===== src/rtl/wave_pkg.sv =====
// Shared constants, state/segment encodings and helpers for the waveform sequencer.
package wave_pkg;

    localparam int SEG_LEN = 50;   // samples per waveform segment
    localparam int NUM_SEG = 4;    // number of segments held in the LUT
    localparam int DATA_W  = 12;   // sample width
    localparam int ADDR_W  = 8;    // LUT address width
    localparam int DIV_W   = 16;   // rate divider width

    typedef enum logic [1:0] {
        IDLE  = 2'd0,
        RUN   = 2'd1,
        DRAIN = 2'd2
    } state_e;

    typedef enum logic [1:0] {
        SEG_NOISE = 2'd0,
        SEG_HIGH  = 2'd1,
        SEG_LOW   = 2'd2,
        SEG_MED   = 2'd3
    } seg_e;

    // Next segment in sweep order, wrapping from the last segment back to 0.
    function automatic logic [1:0] next_seg(input logic [1:0] seg, input int num_seg);
        if (int'(seg) == num_seg - 1) begin
            return 2'd0;
        end else begin
            return seg + 2'd1;
        end
    endfunction

endpackage


===== src/rtl/wave_sequencer_if.sv =====
// Control, LUT and sample bus of the waveform sequencer.
interface wave_sequencer_if #(
    parameter int DATA_W = wave_pkg::DATA_W,
    parameter int ADDR_W = wave_pkg::ADDR_W,
    parameter int DIV_W  = wave_pkg::DIV_W
);
    logic              start;
    logic              stop;
    logic [1:0]        seg_sel;
    logic              sweep;
    logic [DIV_W-1:0]  rate_div;
    logic [ADDR_W-1:0] lut_index;
    logic [DATA_W-1:0] lut_value;
    logic [DATA_W-1:0] sample_out;
    logic              sample_valid;
    logic              busy;
    logic              seg_wrap;

    modport master (
        output start, stop, seg_sel, sweep, rate_div, lut_value,
        input  lut_index, sample_out, sample_valid, busy, seg_wrap
    );

    modport slave (
        input  start, stop, seg_sel, sweep, rate_div, lut_value,
        output lut_index, sample_out, sample_valid, busy, seg_wrap
    );
endinterface


===== src/rtl/wave_sequencer_tick_gen.sv =====
// Sample-rate divider: one tick every div+1 enabled cycles, the first one
// in the very first enabled cycle after a clear.
module tick_gen #(
    parameter int DIV_W = wave_pkg::DIV_W
) (
    input  logic             clk,
    input  logic             rst_n,
    input  logic             en,
    input  logic             clr,
    input  logic [DIV_W-1:0] div,
    output logic             tick
);
    // cnt_q is the cycle phase since the last tick; it returns to 0 after
    // reaching div, so phase 0 is the tick cycle.
    logic [DIV_W-1:0] cnt_q;

    assign tick = en && (cnt_q == {DIV_W{1'b0}});

    // Phase counter: cleared on start, advances only while enabled.
    always_ff @(posedge clk or negedge rst_n) begin
        if (!rst_n) begin
            cnt_q <= {DIV_W{1'b0}};
        end else if (clr) begin
            cnt_q <= {DIV_W{1'b0}};
        end else if (en) begin
            if (cnt_q == div) begin
                cnt_q <= {DIV_W{1'b0}};
            end else begin
                cnt_q <= cnt_q + {{(DIV_W-1){1'b0}}, 1'b1};
            end
        end else begin
            cnt_q <= cnt_q;
        end
    end
endmodule


===== src/rtl/wave_sequencer.sv =====
// Waveform sequencer: walks LUT segments at a programmable rate and returns
// the LUT data as strobed samples. SEG_LEN*NUM_SEG must fit in 2**ADDR_W.
module wave_sequencer #(
    parameter int SEG_LEN = wave_pkg::SEG_LEN,
    parameter int NUM_SEG = wave_pkg::NUM_SEG,
    parameter int DATA_W  = wave_pkg::DATA_W,
    parameter int ADDR_W  = wave_pkg::ADDR_W,
    parameter int DIV_W   = wave_pkg::DIV_W
) (
    input  logic             clk,
    input  logic             rst_n,
    wave_sequencer_if.slave  bus
);
    import wave_pkg::*;

    state_e            state_q, state_d;
    logic              rst_done_q;
    logic [1:0]        seg_q, seg_d;
    logic              sweep_q;
    logic [DIV_W-1:0]  rate_q;
    logic [ADDR_W-1:0] offset_q, offset_d;
    logic [ADDR_W-1:0] lut_index_q, lut_index_d;
    logic              seg_wrap_q, seg_wrap_d;
    logic [1:0]        pend_q;
    logic [DATA_W-1:0] sample_q;
    logic              valid_q;
    logic              busy_q;
    logic              start_ok_s, tick_en_s, tick_s, last_s;

    // Start is ignored in the first cycle out of reset and when stop coincides.
    assign start_ok_s = bus.start && !bus.stop && rst_done_q && (state_q == IDLE);
    // A stop cycle suppresses the tick that would otherwise be due.
    assign tick_en_s  = (state_q == RUN) && !bus.stop;
    assign last_s     = (offset_q == ADDR_W'(SEG_LEN - 1));

    tick_gen #(.DIV_W(DIV_W)) u_tick (
        .clk   (clk),
        .rst_n (rst_n),
        .en    (tick_en_s),
        .clr   (start_ok_s),
        .div   (rate_q),
        .tick  (tick_s)
    );

    // Next-state logic for IDLE/RUN/DRAIN.
    always_comb begin
        state_d = state_q;
        case (state_q)
            IDLE:    if (start_ok_s) state_d = RUN;   else state_d = IDLE;
            RUN:     if (bus.stop)   state_d = DRAIN; else state_d = RUN;
            DRAIN:   if (pend_q == 2'b00) state_d = IDLE; else state_d = DRAIN;
            default: state_d = IDLE;
        endcase
    end

    // Segment/offset walk and LUT address generation.
    always_comb begin
        offset_d    = offset_q;
        seg_d       = seg_q;
        lut_index_d = lut_index_q;
        seg_wrap_d  = 1'b0;
        if (start_ok_s) begin
            offset_d = {ADDR_W{1'b0}};
            seg_d    = bus.seg_sel;
        end else if (tick_s) begin
            lut_index_d = ADDR_W'(int'(seg_q) * SEG_LEN + int'(offset_q));
            seg_wrap_d  = last_s;
            if (last_s) begin
                offset_d = {ADDR_W{1'b0}};
                seg_d    = sweep_q ? next_seg(seg_q, NUM_SEG) : seg_q;
            end else begin
                offset_d = offset_q + ADDR_W'(1);
            end
        end else begin
            offset_d = offset_q;
        end
    end

    // FSM state, reset-release flag and busy flag.
    always_ff @(posedge clk or negedge rst_n) begin
        if (!rst_n) begin
            state_q    <= IDLE;
            rst_done_q <= 1'b0;
            busy_q     <= 1'b0;
        end else begin
            state_q    <= state_d;
            rst_done_q <= 1'b1;
            busy_q     <= (state_d != IDLE);
        end
    end

    // Run configuration latched at start, plus address walk registers.
    always_ff @(posedge clk or negedge rst_n) begin
        if (!rst_n) begin
            seg_q       <= 2'd0;
            sweep_q     <= 1'b0;
            rate_q      <= {DIV_W{1'b0}};
            offset_q    <= {ADDR_W{1'b0}};
            lut_index_q <= {ADDR_W{1'b0}};
            seg_wrap_q  <= 1'b0;
        end else begin
            if (start_ok_s) begin
                sweep_q <= bus.sweep;
                rate_q  <= bus.rate_div;
            end else begin
                sweep_q <= sweep_q;
                rate_q  <= rate_q;
            end
            seg_q       <= seg_d;
            offset_q    <= offset_d;
            lut_index_q <= lut_index_d;
            seg_wrap_q  <= seg_wrap_d;
        end
    end

    // Read pipeline: pend_q[0] = address issued, pend_q[1] = LUT data valid now.
    always_ff @(posedge clk or negedge rst_n) begin
        if (!rst_n) begin
            pend_q   <= 2'b00;
            sample_q <= {DATA_W{1'b0}};
            valid_q  <= 1'b0;
        end else begin
            pend_q  <= {pend_q[0], tick_s};
            valid_q <= pend_q[1];
            if (pend_q[1]) begin
                sample_q <= bus.lut_value;
            end else begin
                sample_q <= sample_q;
            end
        end
    end

    assign bus.lut_index    = lut_index_q;
    assign bus.sample_out   = sample_q;
    assign bus.sample_valid = valid_q;
    assign bus.busy         = busy_q;
    assign bus.seg_wrap     = seg_wrap_q;
endmodule

===== src/flat_wrapper.sv =====
// flat-port wrapper written by rule: the top's interface ports become plain ports
module wave_sequencer_flat import wave_pkg::*;
#(
    parameter int SEG_LEN = wave_pkg::SEG_LEN,
    parameter int NUM_SEG = wave_pkg::NUM_SEG,
    parameter int DATA_W  = wave_pkg::DATA_W,
    parameter int ADDR_W  = wave_pkg::ADDR_W,
    parameter int DIV_W   = wave_pkg::DIV_W
)
  (clk, rst_n, bus_start, bus_stop, bus_seg_sel, bus_sweep, bus_rate_div, bus_lut_value, bus_lut_index, bus_sample_out, bus_sample_valid, bus_busy, bus_seg_wrap);
  wave_sequencer_if #(.DATA_W(DATA_W), .ADDR_W(ADDR_W), .DIV_W(DIV_W)) bus_i ();
  input  logic clk;
  input  logic rst_n;
  input wire logic [$bits(bus_i.start)-1:0] bus_start;
  input wire logic [$bits(bus_i.stop)-1:0] bus_stop;
  input wire logic [$bits(bus_i.seg_sel)-1:0] bus_seg_sel;
  input wire logic [$bits(bus_i.sweep)-1:0] bus_sweep;
  input wire logic [$bits(bus_i.rate_div)-1:0] bus_rate_div;
  input wire logic [$bits(bus_i.lut_value)-1:0] bus_lut_value;
  output wire logic [$bits(bus_i.lut_index)-1:0] bus_lut_index;
  output wire logic [$bits(bus_i.sample_out)-1:0] bus_sample_out;
  output wire logic [$bits(bus_i.sample_valid)-1:0] bus_sample_valid;
  output wire logic [$bits(bus_i.busy)-1:0] bus_busy;
  output wire logic [$bits(bus_i.seg_wrap)-1:0] bus_seg_wrap;
  assign bus_i.start = bus_start;
  assign bus_i.stop = bus_stop;
  assign bus_i.seg_sel = bus_seg_sel;
  assign bus_i.sweep = bus_sweep;
  assign bus_i.rate_div = bus_rate_div;
  assign bus_i.lut_value = bus_lut_value;
  assign bus_lut_index = bus_i.lut_index;
  assign bus_sample_out = bus_i.sample_out;
  assign bus_sample_valid = bus_i.sample_valid;
  assign bus_busy = bus_i.busy;
  assign bus_seg_wrap = bus_i.seg_wrap;
  wave_sequencer #(.SEG_LEN(SEG_LEN), .NUM_SEG(NUM_SEG), .DATA_W(DATA_W), .ADDR_W(ADDR_W), .DIV_W(DIV_W)) u_core (.clk(clk), .rst_n(rst_n), .bus(bus_i));
endmodule

===== config.mk =====
export PLATFORM = sky130hd
export DESIGN_NAME = wave_sequencer_flat
export DESIGN_NICKNAME = d
export VERILOG_FILES = /design/src/rtl/wave_pkg.sv /design/src/rtl/wave_sequencer_if.sv /design/src/rtl/wave_sequencer_tick_gen.sv /design/src/rtl/wave_sequencer.sv /design/src/flat_wrapper.sv
export SDC_FILE = /design/constraint.sdc
export NUM_CORES = 1
export LEC_CHECK = 0
export BUFFER_PORTS_ARGS = -buffer_cell sky130_fd_sc_hd__buf_2
export CAP_MARGIN = 10
export CORE_ASPECT_RATIO = 2
export CORE_MARGIN = 1.5
export CORE_UTILIZATION = 45
export DETAILED_ROUTE_END_ITERATION = 16
export PLACE_DENSITY = 0.66
export SETUP_SLACK_MARGIN = 0.02
export SLEW_MARGIN = 40
export SYNTH_ARGS = -nofsm -noshare
export SYNTH_HDL_FRONTEND = slang
export SYNTH_SLANG_ARGS = --single-unit

===== constraint.sdc =====
create_clock -name clk -period 2.85 [get_ports clk]
set_input_delay 0.7125 -clock clk [delete_from_list [all_inputs] [get_ports clk]]
set_output_delay 0.7125 -clock clk [all_outputs]
set_load 0.05 [all_outputs]

# After elaboration in Yosys (flattened, before gate mapping)
# Index checks and enable logic that the tools add are counted.
classes:
  n_reduce_logical: 16
  addsub: 4
  div_mod_pow: 0
  n_bitwise: 1
  n_shift: 0
  n_eq_ne: 5
  n_lt_le_gt_ge: 0
  n_mux: 17
  n_mul: 1
ops:
  columns: ["operator", "count"]
  rows:
  - ["$mux 16", 3]
  - ["$mux 8", 3]
  - ["$add 16x1->16 const B", 1]
  - ["$eq 16x16->1", 1]
  - ["$logic_not 16->1", 1]
  - ["$mux 2", 7]
  - ["$reduce_bool 2->1", 5]
  - ["$add 8x1->8 const B", 1]
  - ["$add 8x8->8", 1]
  - ["$eq 8x6->1 const B", 1]
  - ["$mul 2x5->7 const B", 1]
  - ["$pmux 2 s3", 1]
  - ["$logic_and 1x1->1", 5]
  - ["$eq 2x1->1 const B", 2]
  - ["$logic_not 2->1", 2]
  - ["$mux 1", 3]
  - ["$reduce_and 3->1", 1]
  - ["$add 2x1->2 const B", 1]
  - ["$eq 2x2->1 const B", 1]
  - ["$reduce_and 2->1", 1]
  - ["$logic_not 1->1", 1]
  - ["$not 1->1", 1]
totals:
  reg_bits: 71
  n_memories: 0
  output_inout_bits: 23
  mem_bits_ro: 0
  latchBits: 0
  ramBits: 0

# Depth between registers and ports, before layout
# Gate-level depths: netlist of the first run.
logic_depth:
  word_depth: 7
  depth_mapped: 8
  depth_no_buf: 8

# Modules after synthesis
# A second synthesis of the first run with hierarchy kept.
unflattened:
  cells_unflattened: 350
  area_unflattened_um2: 3811.2
modules_own_cells:
  columns: ["module", "area_per_inst_um2", "cells_each", "instances"]
  rows:
  - ["wave_sequencer", 2528.7, 199, 1]
  - ["tick_gen", 1282.5, 151, 1]

# Least setup slack after synthesis of the first run
# No wires, ideal clock.
synth_path:
  path_kind: "input to register"
  start: "input port bus_stop"
  end: "register u_core.offset_q[5]"
  arrival_time_ns: 2.149
  path_slack_ns: 0.565
  required_time_ns: 2.714
  n_path_buf: 1
  cell_stages: 6
  path_cell_list: "or3b_1 > or3_4 > or2_1 > clkbuf_1 > o21ai_0 > a21oi_1"
synth_via:
  elab_chain_len: 5
  elab_cells_between_ends: 8
synth_rtl:
  columns: ["element", "line", "text"]
  rows:
  - ["from (decl)", "flat_wrapper.sv:15", "input wire logic [$bits(bus_i.stop)-1:0] bus_stop;"]
  - ["$logic_not 1->1 *", "wave_sequencer.sv:31, wave_sequencer.sv:33", null]
  - ["$logic_and 1x1->1 (3 in a row)", "wave_sequencer.sv:31", "assign start_ok_s = bus.start && !bus.stop && rst_done_q && (state_q == IDLE);"]
  - ["$mux 8 or $reduce_bool 2->1 (tied branches)", null, null]
  - ["to (signal assigned)", "wave_sequencer.sv:98", "offset_q <= {ADDR_W{1'b0}};"]
  - ["to (signal assigned)", "wave_sequencer.sv:110", "offset_q <= offset_d;"]
  - ["to (decl)", "wave_sequencer.sv:21", "logic [ADDR_W-1:0] offset_q, offset_d;"]
# Every way passes the cells marked *; elsewhere a longest branch is shown, timed or not.
# A chain may end at the register's enable or synchronous reset.

# Worst setup path after layout of the first run
layout_path:
  start: "register u_core.u_tick.cnt_q[4]"
  end: "register u_core.offset_q[1]"
layout_via:
  elab_chain_len: 3
layout_rtl:
  columns: ["element", "line", "text"]
  rows:
  - ["from (decl)", "wave_sequencer_tick_gen.sv:15", "logic [DIV_W-1:0] cnt_q;"]
  - ["from (signal assigned)", "wave_sequencer_tick_gen.sv:22", "cnt_q <= {DIV_W{1'b0}};"]
  - ["from (signal assigned)", "wave_sequencer_tick_gen.sv:24", "cnt_q <= {DIV_W{1'b0}};"]
  - ["from (signal assigned)", "wave_sequencer_tick_gen.sv:27", "cnt_q <= {DIV_W{1'b0}};"]
  - ["$logic_not 16->1", "wave_sequencer_tick_gen.sv:17", "assign tick = en && (cnt_q == {DIV_W{1'b0}});"]
  - ["$logic_and 1x1->1", "wave_sequencer_tick_gen.sv:17", null]
  - ["$reduce_bool 2->1 (no source line)", null, null]
# No other way between the ends.

==> results of run 1 <==
==> logic make-up (layout without fill, tap and decap cells) <==
logic type | after synthesis | after routing | share of synthesized area
other | 1 | 1 | 0.00109
flip-flops | 71 | 71 | 0.515
XOR/XNOR | 36 | 36 | 0.0914
adder cells (fa/ha/maj) | 13 | 13 | 0.0493
multiplexers | 34 | 34 | 0.109
AO/OA/AOI/OAI | 32 | 32 | 0.0533
buffers and inverters | 19 | 90 | 0.0207
AND/OR/NAND/NOR | 106 | 106 | 0.160
==> power by group <==
group	total (W)	switching [W]	internal (W)	leakage, nW
registers	0.00142	0.000174	0.00125	0.908
logic	0.00119	0.000810	0.000380	0.940
clock network	0.000973	0.000390	0.000584	0.126
==> synthesized netlist by cell type (3+ instances only) <==
master,count,area [um^2]
dfrtp_1,71,1780
mux2_2,29,327
nand2_1,28,105
xor2_1,22,193
nor2_1,21,78.8
xnor2_1,14,123
a21oi_1,12,60.1
ha_1,12,150
nor4_1,10,62.6
o21ai_0,10,50.1
clkbuf_1,9,33.8
inv_1,9,33.8
nand3_1,8,40.0
nor3_1,8,40.0
nand4_1,7,43.8
and3_1,5,31.3
mux2i_1,5,50.1
or3_1,5,31.3
a31oi_1,3,18.8
and4_1,3,26.3
==> worst max-delay path: stages (launching register included) <==
cell	delay, ns
dfrtp_1	0.45
or4_4	0.56
or3_4	0.41
or2_1	0.23
buf_4	0.18
or3_1	0.33
o31ai_1	0.07
==> routing by layer <==
layer | part of all wire | track usage | vias to the layer above
met1 | 0.44 | 0.236 | 1250
li1 | - | - | 1229
met2 | 0.50 | 0.294 | 63
met5 | 0 | 0 | -
met4 | 0.015 | 0.0776 | 0
met3 | 0.046 | 0.0576 | 9
==> sequential cells by signal (all words and copies together), names as in the netlist <==
name                     count
u_core.u_tick.cnt_q         16
u_core.seg_q                 2
u_core.sweep_q               1
u_core.state_q               2
u_core.bus.sample_out       12
u_core.bus.sample_valid      1
u_core.rate_q               16
u_core.bus.busy              1
u_core.bus.seg_wrap          1
u_core.pend_q                2
u_core.bus.lut_index         8
u_core.offset_q              8
u_core.rst_done_q            1
==> per-stage QoR <==
step | util | total power [W] | cell area, um^2 | setup slack, ns
final | 0.555 | 0.00359 | 4150 | 0.535
after global routing | 0.555 | 0.00379 | 4150 | 0.446
after CTS | 0.555 | 0.00364 | 4150 | 0.527
after detailed placement | 0.520 | 0.00265 | 3890 | 0.262
after global placement | 0.520 | 0.00260 | 3890 | 0.327
after floorplan | - | 0.00231 | 3450 | 0.565
==> worst min path at each step <==
stage                         endpoint  slack, ns
floorplan             u_core.pend_q[1]       0.35
global placement      u_core.pend_q[1]       0.37
detailed placement    u_core.pend_q[1]       0.37
CTS                 u_core.offset_q[0]       0.35
global route        u_core.offset_q[0]       0.37
finish              u_core.offset_q[0]       0.34
==> cell type report <==
| class | instances | area share |
|---|---|---|
| clock inverter | 4 | 0.00542 |
| sequential | 71 | 0.428 |
| clock buffer | 12 | 0.0569 |
| timing repair buffer | 65 | 0.0862 |
| inverter | 9 | 0.00813 |
| multi-input combinational | 222 | 0.387 |
| tap | 94 | 0.0283 |
==> key figures, run 1 <==
Status
  – Status: finished, final reports clean

Clock network
  – Clock Root Buffer: clkbuf_16
  – Clock Path Buffers: 2
  – Hold_buf cts: 0
  – Clock latency on the worst-skew pair: 0.33 ns
  – Number of gates resized after CTS: 0
  – Sink Count: 71
  – Setup Fix Bufs, Post-CTS: 0
  – CTS tree: done
  – H-tree Lvls: 3
  – Clock transition at path regs: 0.06 ns
  – CTS buffer count: 9

Global routing
  – Global-route wire length before repair: 11800 um
  – Grt ovf: 0
  – All-Layer GR Usage: 0.187
  – Maximum number of pins on one net before global-route repair: 33
  – Number of global-route vias before repair: 2496
  – Initial antenna violation count: 0

Logic synthesis
  – Synth cell types: 39
  – Gate Count Post-Synth: 312
  – Syn Area/Cell: 11.1 um^2
  – Primary FF master, synth: dfrtp_1
  – Syn nets: 360
  – Cell Area, Synth: 3450 um^2
  – Post-synth EDFFs: 0
  – Async SR Flop Fraction: 1.00
  – Seq/Total Area, Yosys: 0.515
  – Synth warnings: 0
  – Synth Register Bits: 71

Power
  – PwrDens: 863 nW/um^2
  – Peak VDD IR: 0.383 mV
  – Lkg Pwr: 1.97 nW

Timing
  – Fin. Hold Viols: 0
  – Minimum clock period: 2.32 ns
  – Worst clock skew: 0.00699 ns
  – Achievable frequency: 432 MHz
  – Final-report setup violation count: 0
  – Max-slew violation count: 0
  – Setup Total Neg Slack: 0 ns
  – Hold WS: 0.340 ns
  – Slew @ Worst Pin: 0.541 ns
  – Part of the cycle the worst path needs: 0.812
  – Worst slew margin: 0.636
  – Unrepaired setup endpoints after global routing: no

Detailed routing
  – Routed wire per std cell: 14.4 um
  – Detail Route Antenna Nets: 0
  – Drt via density: 5.35
  – Via count: 2551
  – DRC: 0
  – DRT iter0 DRCs: 104
  – DRT Pass-1 Iters: 4
  – Post-Route WL: 6860 um

Setup path
  – Reg2reg start: u_core.u_tick.cnt_q[4]
  – Register-to-Register Path Depth: 6
  – Crit path launch type: flip-flop
  – Crit path kind: flip-flop to flip-flop
  – R2r endpoint: u_core.offset_q[1]
  – Worst setup endpoint: u_core.offset_q[1]
  – Reg2Reg Setup Slack: 0.53 ns
  – Worst Path Required: 3.09 ns
  – Crit-path max FO: 12
  – Setup crit end kind: flip-flop
  – Critical path data arrival time: 2.56 ns
  – Beginning of the critical path: u_core.u_tick.cnt_q[4]

Floorplan
  – Die area: 8230 um^2
  – Initial Utilization: 0.461
  – Die Span Y: 127 um
  – Chip width: 64.9 um
  – FP Rows: 45
  – Core outline area: 7490 um^2
  – I/O pins: 58

Placement
  – Port bufs: 57
  – RePlAce Congestion: 0.883
  – DPL Wire Length: 5150 um
  – Placed insts: 461

Finish
  – Share of cells above drive strength 1: 0.287
  – Antenna cell count: 0
  – Fill count: 661
  – Area grow syn2layout: 20.4%
  – Non-Filler Instances: 477
  – Seq. cell area: 1780 um^2
  – Commonest non-fill, non-tap cells in the layout: dfrtp_1 (71), buf_2 (57), mux2_2 (29)
  – Area of the multi-input gates: 1610 um^2
  – Fin nets: 426
  – Most common cell after layout, fill and taps aside: dfrtp_1

Flow run
  – Total of max-cap violations: 0

Min path
  – Hold Path Class: input pin to asynchronous set/reset pin
No activity file was read; power rests on OpenSTA's default activity.
==> inputs of run 2 (changes only) <==
- clock period: 2.85 -> 2.3 ns (I/O delays scaled with it)
==> run 2 against run 1 <==
- via count up 0.82%
- non-clock buffer count up 9
- routed wire length up 2.8%
- global-route usage up 0.18 points
- utilization up 1.6 points
- clock power up 31%
- sequential cell count unchanged
- first-iteration DRC count up 7.7%
- worst hold slack worse by 0.081 ns
- critical path type unchanged
- critical endpoint is now u_core.offset_q[4]
- highest routed layer unchanged
==> key figures, run 2 (synthesized netlist as in run 1, its figures left out) <==
Status
  – Status: finished, final reports clean (unchanged)

Setup path
  – Crit path launch type: flip-flop (unchanged)
  – Worst path top cell family by delay: simple AND/OR/NAND/NOR gates (unchanged)
  – Setup crit end kind: flip-flop (unchanged)
  – Slowest cell delay on critical path: 0.57 ns (was 0.56 ns)
  – Worst Path Required: 2.56 ns (was 3.09 ns)
  – Crit-path max FO: 4 (was 12)
  – CP max stage cell: or4_4 (unchanged)
  – Crit path kind: flip-flop to flip-flop (unchanged)
  – Worst Path Buf+Inv: 0 (was 1)
  – Crit-path cells: or4_4, or3_4, or2_1, or3_1, a21oi_1 (was or4_4, or3_4, or2_1, buf_4, or3_1, o31ai_1)
  – Critical path data arrival time: 2.46 ns (was 2.56 ns)

Finish
  – Design area: 4270 um^2 (was 4150 um^2)
  – Non-Filler Instances: 486 (was 477)
  – Fill count: 648 (was 661)
  – Antenna cell count: 0 (unchanged)
  – Commonest non-fill, non-tap cells in the layout: dfrtp_1 (71), buf_2 (57), mux2_2 (29) (unchanged)
  – Share of cells above drive strength 1: 0.309 (was 0.287)
  – Area grow syn2layout: 23.8% (was 20.4%)
  – Most common cell after layout, fill and taps aside: dfrtp_1 (unchanged)
  – Fin nets: 435 (was 426)

Global routing
  – Global-route wire length before repair: 11900 um (was 11800 um)
  – Initial antenna violation count: 0 (unchanged)
  – All-Layer GR Usage: 0.188 (was 0.187)
  – Grt ovf: 0 (unchanged)
  – Number of global-route vias before repair: 2605 (was 2496)
  – Maximum number of pins on one net before global-route repair: 33 (unchanged)

Timing
  – Unrepaired setup endpoints after global routing: no (unchanged)
  – Fin. Hold Viols: 0 (unchanged)
  – Minimum clock period: 2.20 ns (was 2.32 ns)
  – Part of the cycle the worst path needs: 0.956 (was 0.812)
  – Achievable frequency: 455 MHz (was 432 MHz)
  – Final-report setup violation count: 0 (unchanged)
  – Setup Total Neg Slack: 0 ns (unchanged)
  – Worst slew margin: 0.578 (was 0.636)
  – Max-slew violation count: 0 (unchanged)
  – Worst clock skew: 0.00398 ns (was 0.00699 ns)
  – Slew @ Worst Pin: 0.633 ns (was 0.541 ns)

Clock network
  – Clock transition at path regs: 0.05 ns (was 0.06 ns)
  – H-tree Lvls: 3 (unchanged)
  – Clock Root Buffer: clkbuf_16 (unchanged)
  – Sink Count: 71 (unchanged)
  – CTS tree: done (unchanged)
  – CTS buffer count: 9 (unchanged)
  – Clock latency on the worst-skew pair: 0.33 ns (about the same)
  – Clock Path Buffers: 2 (unchanged)
  – Hold_buf cts: 0 (unchanged)

Floorplan
  – I/O pins: 58 (unchanged)
  – Die Span Y: 127 um (unchanged)
  – FP Rows: 45 (unchanged)
  – Core outline area: 7490 um^2 (unchanged)
  – Die area: 8230 um^2 (unchanged)
  – Initial Utilization: 0.461 (unchanged)
  – Chip width: 64.9 um (unchanged)

Detailed routing
  – Post-Route WL: 7050 um (was 6860 um)
  – Detail Route Antenna Nets: 0 (unchanged)
  – Routed wire per std cell: 14.5 um (was 14.4 um)
  – Drt via density: 5.29 (was 5.35)
  – DRC: 0 (unchanged)
  – Via count: 2572 (was 2551)
  – DRT Pass-1 Iters: 6 (was 4)
  – DRT iter0 DRCs: 112 (was 104)

Placement
  – Placed Area: 3970 um^2 (was 3890 um^2)
  – RePlAce Congestion: 0.831 (was 0.883)
  – Placed insts: 468 (was 461)
  – DPL Wire Length: 5340 um (was 5150 um)
  – Port bufs: 57 (unchanged)

Power
  – PwrDens: 1070 nW/um^2 (was 863 nW/um^2)
  – Lkg Pwr: 2.04 nW (was 1.97 nW)
  – Peak VDD IR: 0.706 mV (was 0.383 mV)

Min path
  – Hold Path Class: input pin to asynchronous set/reset pin (unchanged)

Flow run
  – Total of max-cap violations: 0 (unchanged)
-- run 2: changes by cell type in the layout (fill, tap and decap cells not counted), sizes merged --
cell | before | now
buf | 65 | 74
clkbuf | 12 | 13
clkinv | 3 | 2
-- run 2: path summary, 6_finish.rpt --
path                                              from                       to  slack [ns]  depth (start not counted)
worst max-delay path            u_core.u_tick.cnt_q[6]       u_core.offset_q[4]        0.10                          5
worst min-delay path                             rst_n  u_core.bus.lut_index[3]        0.26                          1
worst max register to register  u_core.u_tick.cnt_q[6]       u_core.offset_q[4]        0.10                          5
worst min register to register        u_core.pend_q[0]         u_core.pend_q[1]        0.38                          0
max in group asynchronous                        rst_n   u_core.u_tick.cnt_q[5]        1.48                          2
min in group clk                      u_core.pend_q[0]         u_core.pend_q[1]        0.38                          0
-- run 2: layer usage --
metal,GRT usage,share of wire,up-vias
met4,0.0939,0.026,0
met5,0,0,-
met1,0.234,0.43,1245
met2,0.304,0.50,65
li1,-,-,1247
met3,0.0434,0.047,15
-- run 2: repair_timing --
item	CTS	global route
endpoints found under the setup margin	0	4
setup buffers	0	2
resized for setup	0	1
-- run 2: where the power goes --
group	internal (W)	switching (W)	leakage [nW]
sequential	0.00155	0.000218	0.908
clock	0.000784	0.000485	0.136
combinational	0.000503	0.00102	0.993
total	0.00283	0.00172	2.04
-- run 2: through the flow --
stage          total power (W)  setup slack (ns)  hold WS (ns)   util
6_report               0.00456             0.101         0.260  0.570
5_1_grt                0.00479            0.0405         0.298  0.570
4_1_cts                0.00459            0.0943         0.273  0.567
3_5_place_dp           0.00331            0.0265         0.372  0.530
3_3_place_gp           0.00325            0.0346         0.368  0.530
2_1_floorplan          0.00286             0.152         0.279      -
-- run 2: final cells by class --
cell class / count / area [um^2] / share of cell area
Inverter: 9 / 33.8 / 0.00791
Clock inverter: 3 / 17.5 / 0.00410
Sequential cell: 71 / 1780 / 0.416
Multi-Input combinational cell: 222 / 1610 / 0.378
Clock buffer: 13 / 260 / 0.0609
Tap cell: 94 / 118 / 0.0275
Timing Repair Buffer: 74 / 450 / 0.105
==> inputs of run 3 (changes only) <==
- REMOVE_ABC_BUFFERS: unset -> 1
==> run 3 against run 2 <==
- clock skew is 0.0018 ns higher
- via count rose by 0.23%
- routed wire length shrank 2.5%
- combinational power about the same
- total power rose by 5.1%
- sequential cell count is the same
- die area unchanged
- critical path depth unchanged
- design area rose by 1.6%
==> key figures, run 3 (synthesized netlist as in run 1, its figures left out) <==
Detailed routing
  – Detail Route Antenna Nets: 0 (unchanged)
  – Drt via density: 5.28 (was 5.29)
  – DRC: 0 (unchanged)
  – Routed wire per std cell: 14.1 um (was 14.5 um)
  – Post-Route WL: 6870 um (was 7050 um)
  – DRT Pass-1 Iters: 4 (was 6)
  – DRT iter0 DRCs: 87 (was 112)
  – Via count: 2578 (was 2572)

Global routing
  – Grt ovf: 0 (unchanged)
  – Initial antenna violation count: 0 (unchanged)
  – Maximum number of pins on one net before global-route repair: 36 (was 33)
  – Met3 GRT Util: 0.0461 (was 0.0434)
  – All-Layer GR Usage: 0.186 (was 0.188)
  – Global-route met2 utilization: 0.303 (was 0.304)
  – Grt met1 use: 0.218 (was 0.234)
  – Number of global-route vias before repair: 2604 (was 2605)
  – Global-route wire length before repair: 11600 um (was 11900 um)
  – Most utilized layer in the global route result: met2 (unchanged)

Finish
  – Non-Filler Instances: 488 (was 486)
  – Design area: 4340 um^2 (was 4270 um^2)
  – Area grow syn2layout: 25.8% (was 23.8%)
  – Fin nets: 437 (was 435)
  – Share of cells above drive strength 1: 0.317 (was 0.309)
  – Finished Core Util: 0.579 (was 0.570)
  – Most common cell after layout, fill and taps aside: dfrtp_1 (unchanged)
  – Commonest non-fill, non-tap cells in the layout: dfrtp_1 (71), buf_2 (57), mux2_2 (29) (unchanged)
  – Antenna cell count: 0 (unchanged)

Clock network
  – Sink Count: 71 (unchanged)
  – Clock Path Buffers: 2 (unchanged)
  – CTS buffer count: 9 (unchanged)
  – Clock transition at path regs: 0.06 ns (was 0.05 ns)
  – Clock latency on the worst-skew pair: 0.33 ns (about the same)
  – H-tree Lvls: 3 (unchanged)
  – CTS tree: done (unchanged)
  – Clock Root Buffer: clkbuf_16 (unchanged)
  – Hold_buf cts: 0 (unchanged)

Floorplan
  – FP Rows: 45 (unchanged)
  – Chip width: 64.9 um (unchanged)
  – Core outline area: 7490 um^2 (unchanged)
  – Die Span Y: 127 um (unchanged)
  – Die area: 8230 um^2 (unchanged)
  – I/O pins: 58 (unchanged)
  – Initial Utilization: 0.461 (unchanged)

Timing
  – Fin. Hold Viols: 0 (unchanged)
  – Final WS setup: 0.0964 ns (was 0.101 ns)
  – Worst slew margin: 0.647 (was 0.578)
  – Final-report setup violation count: 0 (unchanged)
  – Slew @ Worst Pin: 0.529 ns (was 0.633 ns)
  – Max-slew violation count: 0 (unchanged)
  – Achievable frequency: 454 MHz (was 455 MHz)
  – Unrepaired setup endpoints after global routing: yes (was no)
  – Part of the cycle the worst path needs: 0.958 (was 0.956)
  – Worst clock skew: 0.00577 ns (was 0.00398 ns)
  – Minimum clock period: 2.20 ns (about the same)
  – Setup Total Neg Slack: 0 ns (unchanged)

Setup path
  – Setup crit end kind: flip-flop (unchanged)
  – Crit path launch type: flip-flop (unchanged)
  – Worst Path Required: 2.55 ns (was 2.56 ns)
  – Critical path data arrival time: 2.45 ns (was 2.46 ns)
  – Crit-path max FO: 5 (was 4)
  – Crit path kind: flip-flop to flip-flop (unchanged)

Placement
  – RePlAce Congestion: 0.892 (was 0.831)
  – Placed insts: 472 (was 468)
  – Pre-CTS WS: -0.0253 ns (was 0.0265 ns)
  – DPL Wire Length: 5150 um (was 5340 um)
  – Port bufs: 57 (unchanged)
  – Placed Area: 3990 um^2 (was 3970 um^2)

Status
  – Status: finished, final reports clean (unchanged)

Power
  – PwrDens: 1100 nW/um^2 (was 1070 nW/um^2)
  – Peak VDD IR: 0.530 mV (was 0.706 mV)
  – Lkg Pwr: 2.07 nW (was 2.04 nW)

Min path
  – Hold Path Class: input pin to asynchronous set/reset pin (unchanged)

Flow run
  – Total of max-cap violations: 0 (unchanged)
[run 3: changes by cell type in the layout (fill, tap and decap cells not counted)]
cell	delta
buf_12	-1
clkinvlp_4	-1
nor4_1	-1
clkinv_4	+1
nor4_2	+1
clkbuf_8	-2
bufinv_16	+3
buf_4	+3
clkbuf_1	-1
[run 3: final timing paths]
path / from / to / slack (ns) / depth (start not counted)
max: u_core.u_tick.cnt_q[5] / u_core.offset_q[4] / 0.1 / 5
min: rst_n / u_core.bus.lut_index[5] / 0.21 / 1
max reg2reg: u_core.u_tick.cnt_q[5] / u_core.offset_q[4] / 0.1 / 5
min reg2reg: u_core.pend_q[0] / u_core.pend_q[1] / 0.38 / 0
max in group asynchronous: rst_n / u_core.rate_q[12] / 1.49 / 2
min in group clk: u_core.pend_q[0] / u_core.pend_q[1] / 0.38 / 0
[run 3: worst max-delay path, stage by stage, from the launching register on]
cell and delay [ns]:
dfrtp_1 0.44, or4_4 0.52, or3_4 0.38, or2_1 0.26, or3_1 0.36, a21oi_1 0.17
[run 3: area by class of cell]
type / instances / area [um^2]
clock inverters: 6 / 109
well taps: 94 / 118
clock buffers: 10 / 229
fillers: 657 / 3150
multi-input cells: 222 / 1620
inverters: 9 / 33.8
flip-flops and latches: 71 / 1780
repair buffers: 76 / 453
[run 3: repair_timing]
item,in CTS,in global routing
buffers inserted,0,0
setup endpoints to repair,0,3
resized for setup,0,2
hold endpoints to repair,0,0
[run 3: power by group]
group | switching [W] | leakage [nW] | internal, W
Clock | 0.000491 | 0.166 | 0.00106
Combinational | 0.00100 | 0.999 | 0.000487
Sequential | 0.000206 | 0.908 | 0.00155
Total | 0.00170 | 2.07 | 0.00309
[run 3: layer usage]
| metal | wire [um] | vias up |
|---|---|---|
| met4 | 201 | 0 |
| met5 | 0 | - |
| met3 | 241 | 16 |
| met2 | 3530 | 58 |
| li1 | - | 1257 |
| met1 | 2900 | 1247 |
[run 3: per-stage QoR]
| step | total power, W | hold WS, ns |
|---|---|---|
| final | 0.00479 | 0.209 |
| after CTS | 0.00485 | 0.215 |
| after floorplan | 0.00286 | 0.279 |
| after global placement | 0.00323 | 0.368 |
| after global routing | 0.00505 | 0.234 |
| after detailed placement | 0.00328 | 0.370 |
